<file path="config.mk">
export PLATFORM = sky130hd
export DESIGN_NAME = memory_game_ctrl
export DESIGN_NICKNAME = d
export VERILOG_FILES = /design/src/rtl/memory_game_pkg.sv /design/src/rtl/turn_timer.sv /design/src/rtl/memory_game_ctrl.sv
export SDC_FILE = /design/constraint.sdc
export NUM_CORES = 1
export LEC_CHECK = 0
export CAP_MARGIN = 40
export CORE_UTILIZATION = 40
export CTS_BUF_LIST = sky130_fd_sc_hd__clkbuf_4 sky130_fd_sc_hd__clkbuf_8 sky130_fd_sc_hd__clkbuf_16
export DETAILED_ROUTE_END_ITERATION = 7
export PLACE_DENSITY = 0.72
export SLEW_MARGIN = 20
export SYNTH_ARGS = -nofsm -noshare
export SYNTH_HDL_FRONTEND = slang
export SYNTH_SLANG_ARGS = --single-unit
</file>
<file path="constraint.sdc">
create_clock -name clk -period 1.7 [get_ports clk]
set_input_delay 0.51 -clock clk [delete_from_list [all_inputs] [get_ports clk]]
set_output_delay 0.51 -clock clk [all_outputs]
set_load 0.03 [all_outputs]
</file>
<file path="src/rtl/memory_game_pkg.sv">
// rtl/memory_game_pkg.sv - shared state encoding and width helper for the memory game
//
// Purpose: state_t enum used by memory_game_ctrl and the renderer, plus a
//          clog2 helper that never returns less than one bit.
// Ports:   none (package).

package memory_game_pkg;

  typedef enum logic [3:0] {
    IDLE       = 4'd0,
    SHOW       = 4'd1,
    HIDE       = 4'd2,
    SHUFFLE    = 4'd3,
    GAME_START = 4'd4,
    PICK1      = 4'd5,
    PICK2      = 4'd6,
    RANDOM     = 4'd7,
    VERIFY     = 4'd8,
    CHECK      = 4'd9,
    DONE       = 4'd10
  } state_t;

  localparam int STATE_W = 4;

  // Bits needed to hold values 0..n-1, at least 1.
  function automatic int clog2_min1(input int n);
    if (n <= 2) return 1;
    return $clog2(n);
  endfunction

endpackage

</file>
<file path="src/rtl/turn_timer.sv">
// rtl/turn_timer.sv - per-turn tick down-counter with zero flag
//
// Purpose: loads TURN_TICKS on load, counts down on tick while en is high,
//          holds at zero.
// Ports:   clk, rst (async, active-high); load, en, tick in;
//          count [CNT_W-1:0] out (remaining ticks); zero out (count == 0).

module turn_timer #(
  parameter int TURN_TICKS = 15,
  parameter int CNT_W      = 4
) (
  input  logic             clk,
  input  logic             rst,
  input  logic             load,
  input  logic             en,
  input  logic             tick,
  output logic [CNT_W-1:0] count,
  output logic             zero
);

  logic [CNT_W-1:0] count_q, count_d;

  always_comb begin
    count_d = count_q;
    if (load) begin
      count_d = CNT_W'(TURN_TICKS);
    end else if (en && tick && (count_q != '0)) begin
      count_d = count_q - CNT_W'(1);
    end
  end

  always_ff @(posedge clk or posedge rst) begin
    if (rst) begin
      count_q <= '0;
    end else begin
      count_q <= count_d;
    end
  end

  assign count = count_q;
  assign zero  = (count_q == '0);

endmodule

</file>
<file path="src/rtl/memory_game_ctrl.sv">
// rtl/memory_game_ctrl.sv - card-matching game sequencer for N players and P pairs
//
// Purpose: runs setup (show/hide/shuffle), player turns with a per-turn
//          countdown, scoring, and the winner decision.
// Ports:   clk, rst (async, active-high);
//          start, tick, card_pick, show_done, hide_done, shuffle_done,
//          random_done, verify_done, pair_match in;
//          state [3:0], turn [PID_W-1:0], scores [NUM_PLAYERS*SCORE_W-1:0],
//          time_left [TIME_W-1:0], winner_valid, winner_id [PID_W-1:0], tie out.
// Build option: EXTRA_TURN_ON_MATCH_EN - a matching player keeps the turn.

module memory_game_ctrl
  import memory_game_pkg::*;
#(
  parameter int NUM_PLAYERS = 2,
  parameter int NUM_PAIRS   = 8,
  parameter int SCORE_W     = 4,
  parameter int TURN_TICKS  = 15,
  parameter int PID_W       = clog2_min1(NUM_PLAYERS),
  parameter int TIME_W      = clog2_min1(TURN_TICKS + 1)
) (
  input  logic                           clk,
  input  logic                           rst,
  input  logic                           start,
  input  logic                           tick,
  input  logic                           card_pick,
  input  logic                           show_done,
  input  logic                           hide_done,
  input  logic                           shuffle_done,
  input  logic                           random_done,
  input  logic                           verify_done,
  input  logic                           pair_match,
  output logic [3:0]                     state,
  output logic [PID_W-1:0]               turn,
  output logic [NUM_PLAYERS*SCORE_W-1:0] scores,
  output logic [TIME_W-1:0]              time_left,
  output logic                           winner_valid,
  output logic [PID_W-1:0]               winner_id,
  output logic                           tie
);

  localparam int MATCH_W = clog2_min1(NUM_PAIRS + 1);

  state_t                           state_q, state_d;
  logic [PID_W-1:0]                 turn_q, turn_d;
  logic [NUM_PLAYERS*SCORE_W-1:0]   scores_q, scores_d;
  logic [MATCH_W-1:0]               matched_q, matched_d;
  logic                             winner_valid_q, winner_valid_d;
  logic [PID_W-1:0]                 winner_id_q, winner_id_d;
  logic                             tie_q, tie_d;
`ifdef EXTRA_TURN_ON_MATCH_EN
  logic                             last_match_q, last_match_d;
`else
`endif

  logic             tmr_load, tmr_en, tmr_zero;
  logic [PID_W-1:0] next_turn;
  logic [SCORE_W-1:0] cur_score;
  logic [SCORE_W-1:0] best_score;
  logic [PID_W-1:0]   best_id;
  logic               best_tie;

  // Reload on every entry into PICK1; PICK1->PICK2 keeps the running count.
  assign tmr_load = (state_d == PICK1) && (state_q != PICK1);
  assign tmr_en   = (state_q == PICK1) || (state_q == PICK2);

  turn_timer #(
    .TURN_TICKS (TURN_TICKS),
    .CNT_W      (TIME_W)
  ) u_turn_timer (
    .clk   (clk),
    .rst   (rst),
    .load  (tmr_load),
    .en    (tmr_en),
    .tick  (tick),
    .count (time_left),
    .zero  (tmr_zero)
  );

  assign next_turn = (turn_q == PID_W'(NUM_PLAYERS - 1)) ? '0 : turn_q + PID_W'(1);
  assign cur_score = scores_q[int'(turn_q)*SCORE_W +: SCORE_W];

  // Lowest index wins on equal scores; tie flags more than one holder of the max.
  always_comb begin
    int n_max;
    best_score = scores_q[0 +: SCORE_W];
    best_id    = '0;
    for (int i = 1; i < NUM_PLAYERS; i++) begin
      if (scores_q[i*SCORE_W +: SCORE_W] > best_score) begin
        best_score = scores_q[i*SCORE_W +: SCORE_W];
        best_id    = PID_W'(i);
      end
    end
    n_max = 0;
    for (int i = 0; i < NUM_PLAYERS; i++) begin
      if (scores_q[i*SCORE_W +: SCORE_W] == best_score) n_max = n_max + 1;
    end
    best_tie = (n_max > 1);
  end

  always_comb begin
    state_d        = state_q;
    turn_d         = turn_q;
    scores_d       = scores_q;
    matched_d      = matched_q;
    winner_valid_d = winner_valid_q;
    winner_id_d    = winner_id_q;
    tie_d          = tie_q;
`ifdef EXTRA_TURN_ON_MATCH_EN
    last_match_d   = last_match_q;
`else
`endif
    case (state_q)
      IDLE: begin
        turn_d         = '0;
        scores_d       = '0;
        matched_d      = '0;
        winner_valid_d = 1'b0;
        if (start) state_d = SHOW;
      end
      SHOW:       if (show_done)    state_d = HIDE;
      HIDE:       if (hide_done)    state_d = SHUFFLE;
      SHUFFLE:    if (shuffle_done) state_d = GAME_START;
      GAME_START: state_d = PICK1;
      // card_pick takes priority over an expired timer in the same cycle.
      PICK1: begin
        if (card_pick)     state_d = PICK2;
        else if (tmr_zero) state_d = RANDOM;
      end
      PICK2: begin
        if (card_pick)     state_d = VERIFY;
        else if (tmr_zero) state_d = RANDOM;
      end
      RANDOM:     if (random_done)  state_d = VERIFY;
      VERIFY: begin
        if (verify_done) begin
          if (pair_match) begin
            if (cur_score != '1) begin
              scores_d[int'(turn_q)*SCORE_W +: SCORE_W] = cur_score + SCORE_W'(1);
            end
            matched_d = matched_q + MATCH_W'(1);
          end
`ifdef EXTRA_TURN_ON_MATCH_EN
          last_match_d = pair_match;
`else
`endif
          state_d = CHECK;
        end
      end
      CHECK: begin
        if (matched_q == MATCH_W'(NUM_PAIRS)) begin
          winner_id_d    = best_id;
          tie_d          = best_tie;
          winner_valid_d = 1'b1;
          state_d        = DONE;
        end else begin
`ifdef EXTRA_TURN_ON_MATCH_EN
          if (!last_match_q) turn_d = next_turn;
`else
          turn_d = next_turn;
`endif
          state_d = PICK1;
        end
      end
      DONE: begin
        if (start) begin
          winner_valid_d = 1'b0;
          state_d        = IDLE;
        end
      end
      default: state_d = IDLE;
    endcase
  end

  always_ff @(posedge clk or posedge rst) begin
    if (rst) begin
      state_q        <= IDLE;
      turn_q         <= '0;
      scores_q       <= '0;
      matched_q      <= '0;
      winner_valid_q <= 1'b0;
      winner_id_q    <= '0;
      tie_q          <= 1'b0;
`ifdef EXTRA_TURN_ON_MATCH_EN
      last_match_q   <= 1'b0;
`else
`endif
    end else begin
      state_q        <= state_d;
      turn_q         <= turn_d;
      scores_q       <= scores_d;
      matched_q      <= matched_d;
      winner_valid_q <= winner_valid_d;
      winner_id_q    <= winner_id_d;
      tie_q          <= tie_d;
`ifdef EXTRA_TURN_ON_MATCH_EN
      last_match_q   <= last_match_d;
`else
`endif
    end
  end

  assign state        = state_q;
  assign turn         = turn_q;
  assign scores       = scores_q;
  assign winner_valid = winner_valid_q;
  assign winner_id    = winner_id_q;
  assign tie          = tie_q;

endmodule
</file>
# Word-level counts from Yosys, hierarchy flattened
# Index checks and enable logic that the tools add are counted.
dict set report totals {
  ff_bits 24
  latch_bits 0
  mem_bits_rw 0
  mem_bits_ro 0
  memories 0
}
dict set report op_classes {
  add_sub_neg 6
  mul 0
  div_mod_pow 0
  order_cmp 2
  n_eq_ne 22
  shifts 3
  n_mux 32
  bitwise 0
  n_reduce_logical 16
}
# operator n
set ops {}
lappend ops {{4-bit two-way mux} 16}
lappend ops {{4-bit case mux with 11 select lines} 1}
lappend ops {{3-bit negation with 33-bit output} 1}
lappend ops {{4-bit by 33-bit variable shift with 8-bit output, first input constant} 1}
lappend ops {{4-bit by 33-bit indexed part select with 8-bit output} 1}
lappend ops {{32-bit by 2-bit adder with 32-bit output, second input constant} 1}
lappend ops {{32-bit by 2-bit > comparator with 1-bit output, second input constant} 1}
lappend ops {{32-bit two-way mux} 1}
lappend ops {{8-bit two-way mux} 3}
lappend ops {{4-bit by 3-bit equality test with 1-bit output, second input constant} 5}
lappend ops {{4-bit equality test, second input constant} 4}
lappend ops {{8-bit case mux with 2 select lines} 1}
lappend ops {{2-bit inequality test, second input constant} 6}
lappend ops {{4-bit by 1-bit adder with 4-bit output, second input constant} 2}
lappend ops {{8-bit bitwise mux} 1}
lappend ops {{4-bit by 2-bit equality test with 1-bit output, second input constant} 2}
lappend ops {{4-bit equality test} 2}
lappend ops {{4-bit logical NOT} 2}
lappend ops {{4-bit case mux with 2 select lines} 1}
lappend ops {{8-bit by 4-bit indexed part select with 4-bit output} 1}
lappend ops {{1-bit two-way mux} 6}
lappend ops {{3-bit AND reduction} 2}
lappend ops {{2-bit nonzero test} 3}
lappend ops {{4-bit by 1-bit equality test with 1-bit output, second input constant} 1}
lappend ops {{other kinds (13)} 16}

# Logic depth before layout (Yosys ltp)
# Gate-level depths: netlist of the first run.
dict set report depth {
  word_depth 8
  depth_mapped 8
}

# Cells and area by module
# Synthesis of the first run repeated with hierarchy kept, for this count alone.
dict set report hier_totals {
  hier_cells 184
  area_unflattened_um2 1769.2
}
# module instances cells_each area_per_inst_um2 seq_area_each_um2
set by_module_without_submodules {}
lappend by_module_without_submodules {memory_game_ctrl 1 159 1539.0 500.5}
lappend by_module_without_submodules {turn_timer 1 25 230.2 100.1}

# Worst setup path before layout of the first run
# Ideal clock, no wire load.
dict set report synth_path {
  path_kind {reg2reg}
  from {reg turn_q, in the netlist turn}
  to {reg scores_q[7], in the netlist scores[7]}
  arrival_time_ps 2044
  required_time_ps 1576
  path_slack_ps -467
  stages_incl_launch_ff 9
  n_path_buf 1
  path_cell_list {dfrtp_1 -> buf_4 -> mux2i_1 -> inv_1 -> ha_1 -> a21boi_1 -> o21a_1 -> nand2b_1 -> a211o_1}
}
dict set report synth_between {
  elab_chain_cells 8
  word_cells_on_any_way 13
  cone_classes {add/sub: 2; eq/ne: 2; shift: 3; mux: 5; reduce/logical: 1}
}
# element line_no
set synth_lines {}
lappend synth_lines {{start, declared} memory_game_ctrl.sv:45} ;# logic [PID_W-1:0] turn_q, turn_d;
lappend synth_lines {{start signal, assigned} memory_game_ctrl.sv:190} ;# turn_q <= turn_d;
lappend synth_lines {{8-bit by 4-bit indexed part select with 4-bit output} memory_game_ctrl.sv:81} ;# assign cur_score = scores_q[int'(turn_q)*SCORE_W +: SCORE_W];
lappend synth_lines {{4-bit by 1-bit adder with 4-bit output} memory_game_ctrl.sv:139} ;# scores_d[int'(turn_q)*SCORE_W +: SCORE_W] = cur_score + SCORE_W'(1);
lappend synth_lines {{4-bit by 33-bit indexed part select with 8-bit output} memory_game_ctrl.sv:139}
lappend synth_lines {{8-bit bitwise mux} memory_game_ctrl.sv:139}
lappend synth_lines {{8-bit two-way mux} memory_game_ctrl.sv:138} ;# if (cur_score != '1) begin
lappend synth_lines {{8-bit two-way mux} memory_game_ctrl.sv:137} ;# if (pair_match) begin
lappend synth_lines {{8-bit two-way mux} memory_game_ctrl.sv:136} ;# if (verify_done) begin
lappend synth_lines {{8-bit case mux with 2 select lines} memory_game_ctrl.sv:113} ;# case (state_q)
lappend synth_lines {{end signal, assigned} memory_game_ctrl.sv:191} ;# scores_q <= scores_d;
lappend synth_lines {{end, declared} memory_game_ctrl.sv:46} ;# logic [NUM_PLAYERS*SCORE_W-1:0] scores_q, scores_d;
# Several ways; a longest one is shown, not always the timed one. The select of a mux whose other input is x is not followed.
# A chain may end at the register's enable or synchronous reset.

# Worst setup path in the final report of the first run
# Ends and elaborated chain as after synthesis.

==> results of run 1 <==
through the flow:
step / total power (uW) / hold WS (ns)
finish: 3410 / 0.518
global placement: 2580 / 0.501
detailed placement: 2610 / 0.503
global route: 3610 / 0.540
floorplan: 2010 / 0.515
CTS: 3110 / 0.523
cell usage after synthesis, types with 2 or more instances:
| cell type | n | share of area, % |
|---|---|---|
| nor2b_1 | 5 | 1.7 |
| dfrtp_1 | 24 | 33 |
| a21oi_1 | 4 | 1.1 |
| o21bai_1 | 2 | 0.81 |
| inv_1 | 16 | 3.3 |
| o31ai_1 | 3 | 1.2 |
| and3b_1 | 3 | 1.4 |
| a21o_1 | 3 | 1.2 |
| o211ai_1 | 3 | 1.2 |
| ha_1 | 8 | 5.4 |
| nand3_1 | 6 | 1.6 |
| nand2b_1 | 4 | 1.4 |
| nor4bb_1 | 3 | 1.6 |
| mux2_2 | 3 | 1.8 |
| o21a_1 | 3 | 1.2 |
| nor3b_1 | 4 | 1.6 |
| mux2i_1 | 5 | 2.7 |
| o21ai_1 | 5 | 1.4 |
| nand4_1 | 6 | 2.0 |
| nor2_1 | 5 | 1.0 |
| a22o_1 | 2 | 0.95 |
| nor3_1 | 3 | 0.81 |
| xor2_1 | 4 | 1.9 |
| xnor2_1 | 3 | 1.4 |
| buf_2 | 4 | 1.1 |
| nand2_1 | 15 | 3.1 |
| and3_1 | 2 | 0.68 |
| buf_4 | 2 | 0.81 |
| nand3b_1 | 2 | 0.81 |
| o21ai_0 | 13 | 3.5 |
registers in the layout, indices dropped and copies added, names as in the netlist:
register	count
scores	8
winner_id	1
u_turn_timer.count	4
winner_valid	1
tie	1
state	4
turn	1
matched_q	4
layout make-up:
cell class | instances | area share [%]
flip-flops and latches | 24 | 21.7
clock buffers | 3 | 1.48
multi-input cells | 146 | 46.8
well taps | 52 | 2.33
inverters | 16 | 2.24
clock inverters | 1 | 1.07
repair buffers | 85 | 24.4
logic make-up after synthesis:
group,Yosys count,synth area share (%)
AOI/OAI and AO/OA,50,18.3
xor gates and xnor gates,8,4.21
adders and majority gates,8,5.43
buffers and inverters,25,6.79
DFF,24,32.6
muxes,8,4.55
and+or+nand+nor,72,28.1
timing repair:
action | 4_1_cts | 5_1_grt
resized for setup | 24 | 41
endpoints found under the hold margin | 0 | 0
pin swaps | 5 | 18
buffers inserted | 1 | 12
endpoints found under the setup margin | 25 | 18
cloned | 0 | 0
final timing paths:
check | end | from | cells after the start
setup / recovery | scores[7]$_DFFE_PP0P_ | turn$_DFFE_PP0P_ | 7
hold / removal | tie$_DFFE_PP0P_ | tie$_DFFE_PP0P_ | 1
setup reg to reg | scores[7]$_DFFE_PP0P_ | turn$_DFFE_PP0P_ | 7
hold reg to reg | tie$_DFFE_PP0P_ | tie$_DFFE_PP0P_ | 1
max in group asynchronous | state[0]$_DFF_PP0_ | rst | 3
min in group asynchronous | winner_id$_DFFE_PP0P_ | rst | 3
metal layers:
metal | vias up | GRT usage (%) | part of all wire, %
met5 | - | 0 | 0
met4 | 0 | 5.56 | 1.3
met3 | 7 | 1.88 | 2.9
met2 | 35 | 32.7 | 50
met1 | 851 | 27.8 | 46
li1 | 874 | - | -
layout by cell type (no fill, tap or decap), types with 2 or more instances in the layout:
| cell type | Yosys | layout |
|---|---|---|
| a21o_1 | 3 | 3 |
| a21oi_1 | 4 | 4 |
| a22o_1 | 2 | 2 |
| and3_1 | 2 | 2 |
| and3b_1 | 3 | 3 |
| buf_4 | 2 | 58 |
| buf_6 | 1 | 3 |
| clkbuf_2 | 0 | 3 |
| clkbuf_8 | 0 | 3 |
| clkdlybuf4s50_1 | 0 | 5 |
| dfrtp_1 | 24 | 19 |
| dfrtp_2 | 0 | 5 |
| dlygate4sd2_1 | 0 | 13 |
| dlymetal6s2s_1 | 0 | 2 |
| ha_1 | 8 | 4 |
| ha_4 | 0 | 3 |
| inv_1 | 16 | 14 |
| mux2_2 | 3 | 3 |
| mux2i_1 | 5 | 4 |
| nand2_1 | 15 | 15 |
| nand2b_1 | 4 | 3 |
| nand3_1 | 6 | 6 |
| nand3b_1 | 2 | 2 |
| nand4_1 | 6 | 6 |
| nor2_1 | 5 | 5 |
| nor2b_1 | 5 | 5 |
| nor3_1 | 3 | 3 |
| nor3b_1 | 4 | 2 |
| nor4_4 | 1 | 2 |
| nor4b_4 | 1 | 2 |
| nor4bb_4 | 0 | 2 |
| o211ai_1 | 3 | 3 |
| o21a_1 | 3 | 3 |
| o21ai_0 | 13 | 7 |
| o21ai_1 | 5 | 9 |
| o21ai_2 | 0 | 2 |
| o21bai_1 | 2 | 2 |
| o31ai_2 | 0 | 2 |
| xnor2_1 | 3 | 3 |
| xor2_1 | 4 | 4 |
power by group:
group	switching (uW)	internal, uW
Sequential	136	675
Clock	190	315
Combinational	1130	963
Total	1450	1950
==> impl_metrics.csv, run 1 <==
group,metric,value,unit
status,status,"finished, violations left",
status,violations,"setup timing",
sta,max_slew_margin,77.7,%
clock_network,hold_buffers,0,
pwr,leakagePower,0.00134,uW
yosys,ys_ff_latch,24,
critical_path,path_max_fanout,5,
yosys,synth.avg_cell_area,9.44,um2
floorplan,die_h,69.9,um
critical_path,path_cells,"mux2i_2 -> inv_1 -> ha_2 -> a21boi_4 -> o21a_1 -> nand2b_4 -> a211o_1",
global_routing,antenna_found_initial,0,
place,dp.final_hpwl,3510,um
routing,drc,0,
layout,fin_nets,295,
place,io_buffers,30,
floorplan,io_pins,31,
clock_network,clock-sinks,24,
floorplan,chipWidth,69.9,um
floorplan,core_area,0.00438,mm2
global_routing,grt_max_degree,25,
routing,detail-route-antenna-nets,0,
global_routing,grt_first_pass_wirelength,7850,um
worst_hold_path,hp-class,"reg -> reg",
routing,avgRoutedWirePerCell,15.2,um
layout,multiInputGateArea,0.00131,mm2
critical_path,r2r_setup_slack,-0.11,ns
flow_run,max_cap_violations,0,
critical_path,startpoint_type,"flop",
yosys,yosysSeqAreaShare,32.6,%
clock_network,clock_path_buffers,2,
sta,finalHoldViolations,0,
routing,dr.pass1.iters,4,
routing,wirelength,4970,um
pwr,vdd_ir_drop_max,653,uV
layout,drive_above_1_share,39.3,%
sta,fin_crit_sh,107,%
sta,fmaxAchievable,551,MHz
place,dp_slack,-0.340,ns
critical_path,max_stage_delay,0.41,ns
place,placed_area,0.00247,mm2
floorplan,die_area,0.00488,mm2
yosys,yosysWarnings,0,
clock_network,cts_buffers,3,
critical_path,cp.required,1.86,ns
sta,postLayoutSetupSlackWorst,-0.114,ns
clock_network,clkLatencyLatePin,0.27,ns
floorplan,start_util,42.0,%
layout,syn2layout_area_growth,51.9,%
global_routing,grt-ovfl-total,0,
clock_network,cts_root_buf,"clkbuf_8",
sta,finalCriticalPeriod,1.81,ns
place,placed_cells,310,
critical_path,end_kind,"flop",
global_routing,track_usage,19.8,%
clock_network,cts_tree,"done",
clock_network,htree_num_levels,1,
layout,stdcell_count,327,
yosys,synth_nets,214,
global_routing,first_global_vias,1658,
yosys,synth_async_sr_flop_share,100,%
routing,vias,1767,
layout,nFillCells,370,
routing,viasPerCell,5.40,
layout,antennaDiodeCount,0,
yosys,synthDistinctLibCells,60,
sta,rsz0062_at_grt,"true",
critical_path,critPathKind,"reg -> reg",
yosys,syn_inst,195,
sta,tightest_slew,0.330,ns
critical_path,crit_slowest_cell,"dfrtp_2",
layout,fin_area,0.00280,mm2
clock_network,clk_pin_slew,0.09,ns
sta,setup_viol,8,
yosys,syn-cell-area,0.00184,mm2
sta,skew,0.00273,ns
sta,final.setup.tns,-0.381,ns
layout,fin_util,63.8,%
layout,seqCellArea,607,um2
floorplan,row_count,24,
critical_path,cp.arrival,1.98,ns
place,finalWeightedCongestion,0.908,
yosys,ys.flop_type,"dfrtp_1",
routing,drtIter0Drc,87,
pwr,power_per_cell_area,1220,mW/mm2
yosys,synth_edf_count,0,
critical_path,critPathTopFamily,"compound AO/OA/AOI/OAI gates",
sta,slew_viol_final,0,
critical_path,path_buf_inv,1,
Note: power is estimated with default switching activity, not from simulation.
==> run 2: changes to the inputs <==
--- a/config.mk
+++ b/config.mk
@@ -5,11 +5,10 @@
 export SDC_FILE = /design/constraint.sdc
 export NUM_CORES = 1
 export LEC_CHECK = 0
-export CAP_MARGIN = 40
 export CORE_UTILIZATION = 40
 export CTS_BUF_LIST = sky130_fd_sc_hd__clkbuf_4 sky130_fd_sc_hd__clkbuf_8 sky130_fd_sc_hd__clkbuf_16
 export DETAILED_ROUTE_END_ITERATION = 7
-export PLACE_DENSITY = 0.72
+export PLACE_DENSITY = 0.7
 export SLEW_MARGIN = 20
 export SYNTH_ARGS = -nofsm -noshare
 export SYNTH_HDL_FRONTEND = slang
==> constraint.sdc (replaced) <==
create_clock -name clk -period 2.25 [get_ports clk]
set_input_delay 0.675 -clock clk [delete_from_list [all_inputs] [get_ports clk]]
set_output_delay 0.675 -clock clk [all_outputs]
set_load 0.03 [all_outputs]
==> run 2 against run 1 <==
Net effect:
- the flow now finishes without violations
- die area unchanged
- sequential power decreased by 21%
- first-iteration DRC count decreased by 17%
- total power decreased by 36%
- critical path depth decreased by 6
- cell area decreased by 18%
- cell count decreased by 13%
- highest routed layer unchanged
==> impl_metrics.csv, run 2 (synthesized netlist as in run 1, its figures left out) <==
group,metric,value,unit
floorplan,start_util,42.0,%
routing,viasPerCell,5.54,
clock_network,clkLatencyLatePin,0.27,ns
layout,drive_above_1_share,13.4,%
critical_path,crit_slowest_cell,"clkdlybuf4s50_1",
routing,drc,0,
layout,syn2layout_area_growth,24.9,%
clock_network,ctsResizeCount,0,
worst_hold_path,hp-class,"reg -> reg",
layout,fin_util,52.5,%
sta,tightest_slew,0.509,ns
critical_path,end_kind,"output pin",
sta,setup_viol,0,
routing,dr.pass1.iters,4,
clock_network,cts_root_buf,"clkbuf_8",
sta,fmaxAchievable,461,MHz
place,placed_area,0.00222,mm2
sta,slew_viol_final,0,
critical_path,critPathKind,"reg -> out",
critical_path,path_max_fanout,8,
critical_path,startpoint_type,"flop",
place,finalWeightedCongestion,0.840,
pwr,power_per_cell_area,941,mW/mm2
global_routing,track_usage,17.3,%
floorplan,die_area,0.00488,mm2
critical_path,max_stage_delay,0.72,ns
layout,final_common_cell,"clkdlybuf4s50_1",
sta,fin_crit_sh,96.5,%
critical_path,critPathTopFamily,"buffers and inverters",
floorplan,row_count,24,
routing,detail-route-antenna-nets,0,
sta,finalCriticalPeriod,2.17,ns
global_routing,antenna_found_initial,0,
floorplan,chipWidth,69.9,um
layout,fin_area,0.00230,mm2
global_routing,first_global_vias,1426,
global_routing,grt_first_pass_wirelength,6870,um
clock_network,cts_tree,"done",
routing,avgRoutedWirePerCell,14.2,um
routing,wirelength,4010,um
critical_path,path_buf_inv,1,
critical_path,cp.arrival,1.50,ns
sta,worst_hold_slack,0.513,ns
layout,most-common-layout-cells,"27 x clkdlybuf4s50_1, 23 x dfrtp_1, 16 x inv_1",
sta,skew,0.00286,ns
status,status,"finished, final reports clean",
clock_network,cts_buffers,3,
clock_network,htree_num_levels,1,
flow_run,max_cap_violations,0,
routing,vias,1567,
pwr,leakagePower,0.00105,uW
layout,fin_nets,251,
floorplan,io_pins,31,
layout,stdcell_count,283,
routing,drtIter0Drc,72,
place,placed_cells,279,
clock_network,clk_pin_slew,0.08,ns
global_routing,grt_max_degree,25,
sta,rsz0062_at_grt,"false",
layout,nFillCells,392,
floorplan,core_area,0.00438,mm2
place,io_buffers,30,
place,dp.final_hpwl,3020,um
critical_path,path_cells,"clkdlybuf4s50_1",
clock_network,clock_path_buffers,2,
global_routing,grt-ovfl-total,0,
critical_path,cp.required,1.57,ns
sta,max_slew_margin,66.0,%
pwr,vdd_ir_drop_max,469,uV
clock_network,cts_setup_buffers,0,
layout,largest_register_ffs,8,
layout,antennaDiodeCount,0,
floorplan,die_h,69.9,um
clock_network,clock-sinks,24,
clock_network,hold_buffers,0,
sta,finalHoldViolations,0,
==> run 2: cell types whose count changed in the layout (fill, tap and decap cells not counted), sizes merged <==
cell           delta
clkdlybuf4s50    +22
dlygate4sd2      -13
buf              -49
clkdlybuf4s15     -1
clkbuf            -3
==> run 2: final timing paths <==
check / from / end / slack (ns) / depth (start not counted)
max: scores[2]$_DFFE_PP0P_ / scores[2] / 0.08 / 1
min: tie$_DFFE_PP0P_ / tie$_DFFE_PP0P_ / 0.51 / 1
max reg2reg: turn$_DFFE_PP0P_ / scores[7]$_DFFE_PP0P_ / 0.20 / 7
min reg2reg: tie$_DFFE_PP0P_ / tie$_DFFE_PP0P_ / 0.51 / 1
max in group asynchronous: rst / turn$_DFFE_PP0P_ / 1.25 / 3
min in group asynchronous: rst / winner_id$_DFFE_PP0P_ / 0.75 / 3
==> run 2: cell type report <==
class / instances / area (um2) / share of cell area (%)
Multi-Input combinational cell: 146 / 1120 / 48.5
Clock inverter: 1 / 30.0 / 1.31
Timing Repair Buffer: 41 / 385 / 16.8
Inverter: 16 / 60.1 / 2.61
Sequential cell: 24 / 602 / 26.2
Tap cell: 52 / 65.1 / 2.83
Clock buffer: 3 / 41.3 / 1.80
==> run 2: report_power, final <==
part | total [uW] | internal [uW] | leakage, uW | switching, uW
Sequential | 638 | 504 | 0.000311 | 135
Combinational | 1150 | 490 | 0.000700 | 662
Clock | 374 | 238 | 0.0000357 | 137
Total | 2160 | 1230 | 0.00105 | 933
==> run 2: metrics by stage <==
stage | setup WS [ns] | total power [uW] | setup TNS (ns)
floorplan | 0.0825 | 1480 | 0
global placement | 0.0122 | 1790 | 0
detailed placement | -0.0131 | 1790 | -0.0328
CTS | 0.000263 | 2170 | 0
global route | 0.0415 | 2320 | 0
finish | 0.0792 | 2160 | 0
==> run 2: metal layers <==
layer | track usage, % | part of all wire, %
met1 | 26.8 | 54
met2 | 24.9 | 41
met3 | 3.75 | 3.5
met4 | 3.11 | 0.72
met5 | 0 | 0
==> run 3: changes to the inputs <==
--- a/config.mk
+++ b/config.mk
@@ -5,10 +5,11 @@
 export SDC_FILE = /design/constraint.sdc
 export NUM_CORES = 1
 export LEC_CHECK = 0
-export CORE_UTILIZATION = 40
+export CORE_UTILIZATION = 42
 export CTS_BUF_LIST = sky130_fd_sc_hd__clkbuf_4 sky130_fd_sc_hd__clkbuf_8 sky130_fd_sc_hd__clkbuf_16
 export DETAILED_ROUTE_END_ITERATION = 7
-export PLACE_DENSITY = 0.7
+export MAX_ROUTING_LAYER = met4
+export PLACE_DENSITY = 0.73
 export SLEW_MARGIN = 20
 export SYNTH_ARGS = -nofsm -noshare
 export SYNTH_HDL_FRONTEND = slang
==> run 3 against run 2 <==
Net effect:
- clock skew increased by 0.0012 ns
- via count decreased by 0.26%
- routed wire length decreased by 1.3%
- cell count decreased by 0.35%
- combinational power about the same
- core utilization increased by 3.0 points
- sequential power about the same
- critical path depth unchanged
- critical endpoint is now scores[6]
==> impl_metrics.csv, run 3 (synthesized netlist as in run 1, its figures left out) <==
group,metric,value,unit
status,status,"finished, final reports clean",
layout,syn2layout_area_growth,23.9,%
floorplan,io_pins,31,
clock_network,htree_num_levels,1,
critical_path,critPathTopFamily,"buffers and inverters",
clock_network,clock-sinks,24,
global_routing,first_global_vias,1381,
place,io_buffers,30,
routing,detail-route-antenna-nets,0,
routing,drc,0,
floorplan,core_area,0.00412,mm2
global_routing,antenna_found_initial,0,
sta,final.setup.tns,0,ns
critical_path,end_kind,"output pin",
sta,finalCriticalPeriod,2.17,ns
layout,fin_nets,252,
sta,rsz0062_at_grt,"false",
critical_path,cp.required,1.57,ns
routing,drtIter0Drc,131,
global_routing,grt_first_pass_wirelength,6670,um
floorplan,die_area,0.00465,mm2
clock_network,hold_buffers,0,
clock_network,clock_path_buffers,2,
sta,finalHoldViolations,0,
routing,vias,1563,
sta,setup_viol,0,
pwr,leakagePower,0.00102,uW
sta,fin_crit_sh,96.6,%
place,dp_slack,0.0358,ns
clock_network,cts_root_buf,"clkbuf_8",
critical_path,startpoint_type,"flop",
sta,fmaxAchievable,460,MHz
critical_path,path_cells,"clkdlybuf4s50_1",
critical_path,path_max_fanout,8,
floorplan,row_count,23,
routing,avgRoutedWirePerCell,14.0,um
clock_network,cts_buffers,3,
clock_network,clkLatencyLatePin,0.26,ns
layout,antennaDiodeCount,0,
global_routing,track_usage,19.5,%
critical_path,critPathKind,"reg -> out",
critical_path,cp.arrival,1.50,ns
flow_run,max_cap_violations,0,
floorplan,die_h,68.2,um
pwr,vdd_ir_drop_max,379,uV
global_routing,grt_max_degree,25,
layout,most-common-layout-cells,"29 x clkdlybuf4s50_1, 24 x dfrtp_1, 16 x inv_1",
floorplan,chipWidth,68.2,um
critical_path,path_buf_inv,1,
layout,fin_util,55.5,%
clock_network,cts_setup_buffers,0,
sta,max_slew_margin,66.0,%
sta,postLayoutSetupSlackWorst,0.0770,ns
floorplan,start_util,44.8,%
place,dp.final_hpwl,3020,um
sta,slew_viol_final,0,
layout,final_common_cell,"clkdlybuf4s50_1",
layout,largest_register_ffs,8,
routing,dr.pass1.iters,4,
sta,tightest_slew,0.506,ns
clock_network,clk_pin_slew,0.08,ns
pwr,power_per_cell_area,923,mW/mm2
worst_hold_path,hp-class,"reg -> reg",
global_routing,grt-ovfl-total,0,
critical_path,max_stage_delay,0.73,ns
clock_network,cts_tree,"done",
clock_network,ctsResizeCount,0,
layout,drive_above_1_share,13.4,%
routing,wirelength,3960,um
critical_path,crit_slowest_cell,"clkdlybuf4s50_1",
routing,viasPerCell,5.54,
sta,skew,0.00404,ns
place,finalWeightedCongestion,0.873,
## run 3: cell count changes in the layout (fill, tap and decap cells not counted)
cell and delta:
clkdlybuf4s50_1 +2, dlymetal6s2s_1 -2, buf_4 +1, bufinv_16 -1, clkbuf_8 +1, dfrtp_1 +1, dfrtp_2 -1
## run 3: cell type report
cell class,instances,area (um2)
clock buffers,4,55.1
repair buffers,42,388
multi-input cells,146,1120
fillers,392,1830
inverters,16,60.1
well taps,50,62.6
flip-flops and latches,24,601
## run 3: worst paths after layout
kind / startpoint / to / slack (ns) / cells past startpoint
min: tie$_DFFE_PP0P_ / tie$_DFFE_PP0P_ / 0.53 / 1
min reg2reg: tie$_DFFE_PP0P_ / tie$_DFFE_PP0P_ / 0.53 / 1
min in group asynchronous: rst / scores[0]$_DFFE_PP0P_ / 0.74 / 3
max in group asynchronous: rst / winner_id$_DFFE_PP0P_ / 1.26 / 3
max: scores[6]$_DFFE_PP0P_ / scores[6] / 0.08 / 1
max reg2reg: turn$_DFFE_PP0P_ / scores[7]$_DFFE_PP0P_ / 0.21 / 7
## run 3: where the power goes
part           switching [uW]  internal, uW  total [uW]
sequential                136           502         638
combinational             672           506        1180
clock                     133           156         289
## run 3: stage by stage
stage               instances  instance area, um2  power (uW)  hold WS, ns
global placement          278                2230        1800        0.498
finish                    282                2280        2110        0.531
global route              282                2280        2260        0.563
CTS                       282                2280        2110        0.536
detailed placement        278                2230        1810        0.515
floorplan                 195                1840        1480        0.515
## run 3: per-layer routing
metal	wire length [um]	GRT usage (%)	part of all wire, %
met3	126	3.67	3.2
met4	27	3.13	0.68
met1	2060	28.6	52
met2	1750	27.9	44
met5	0	-	0
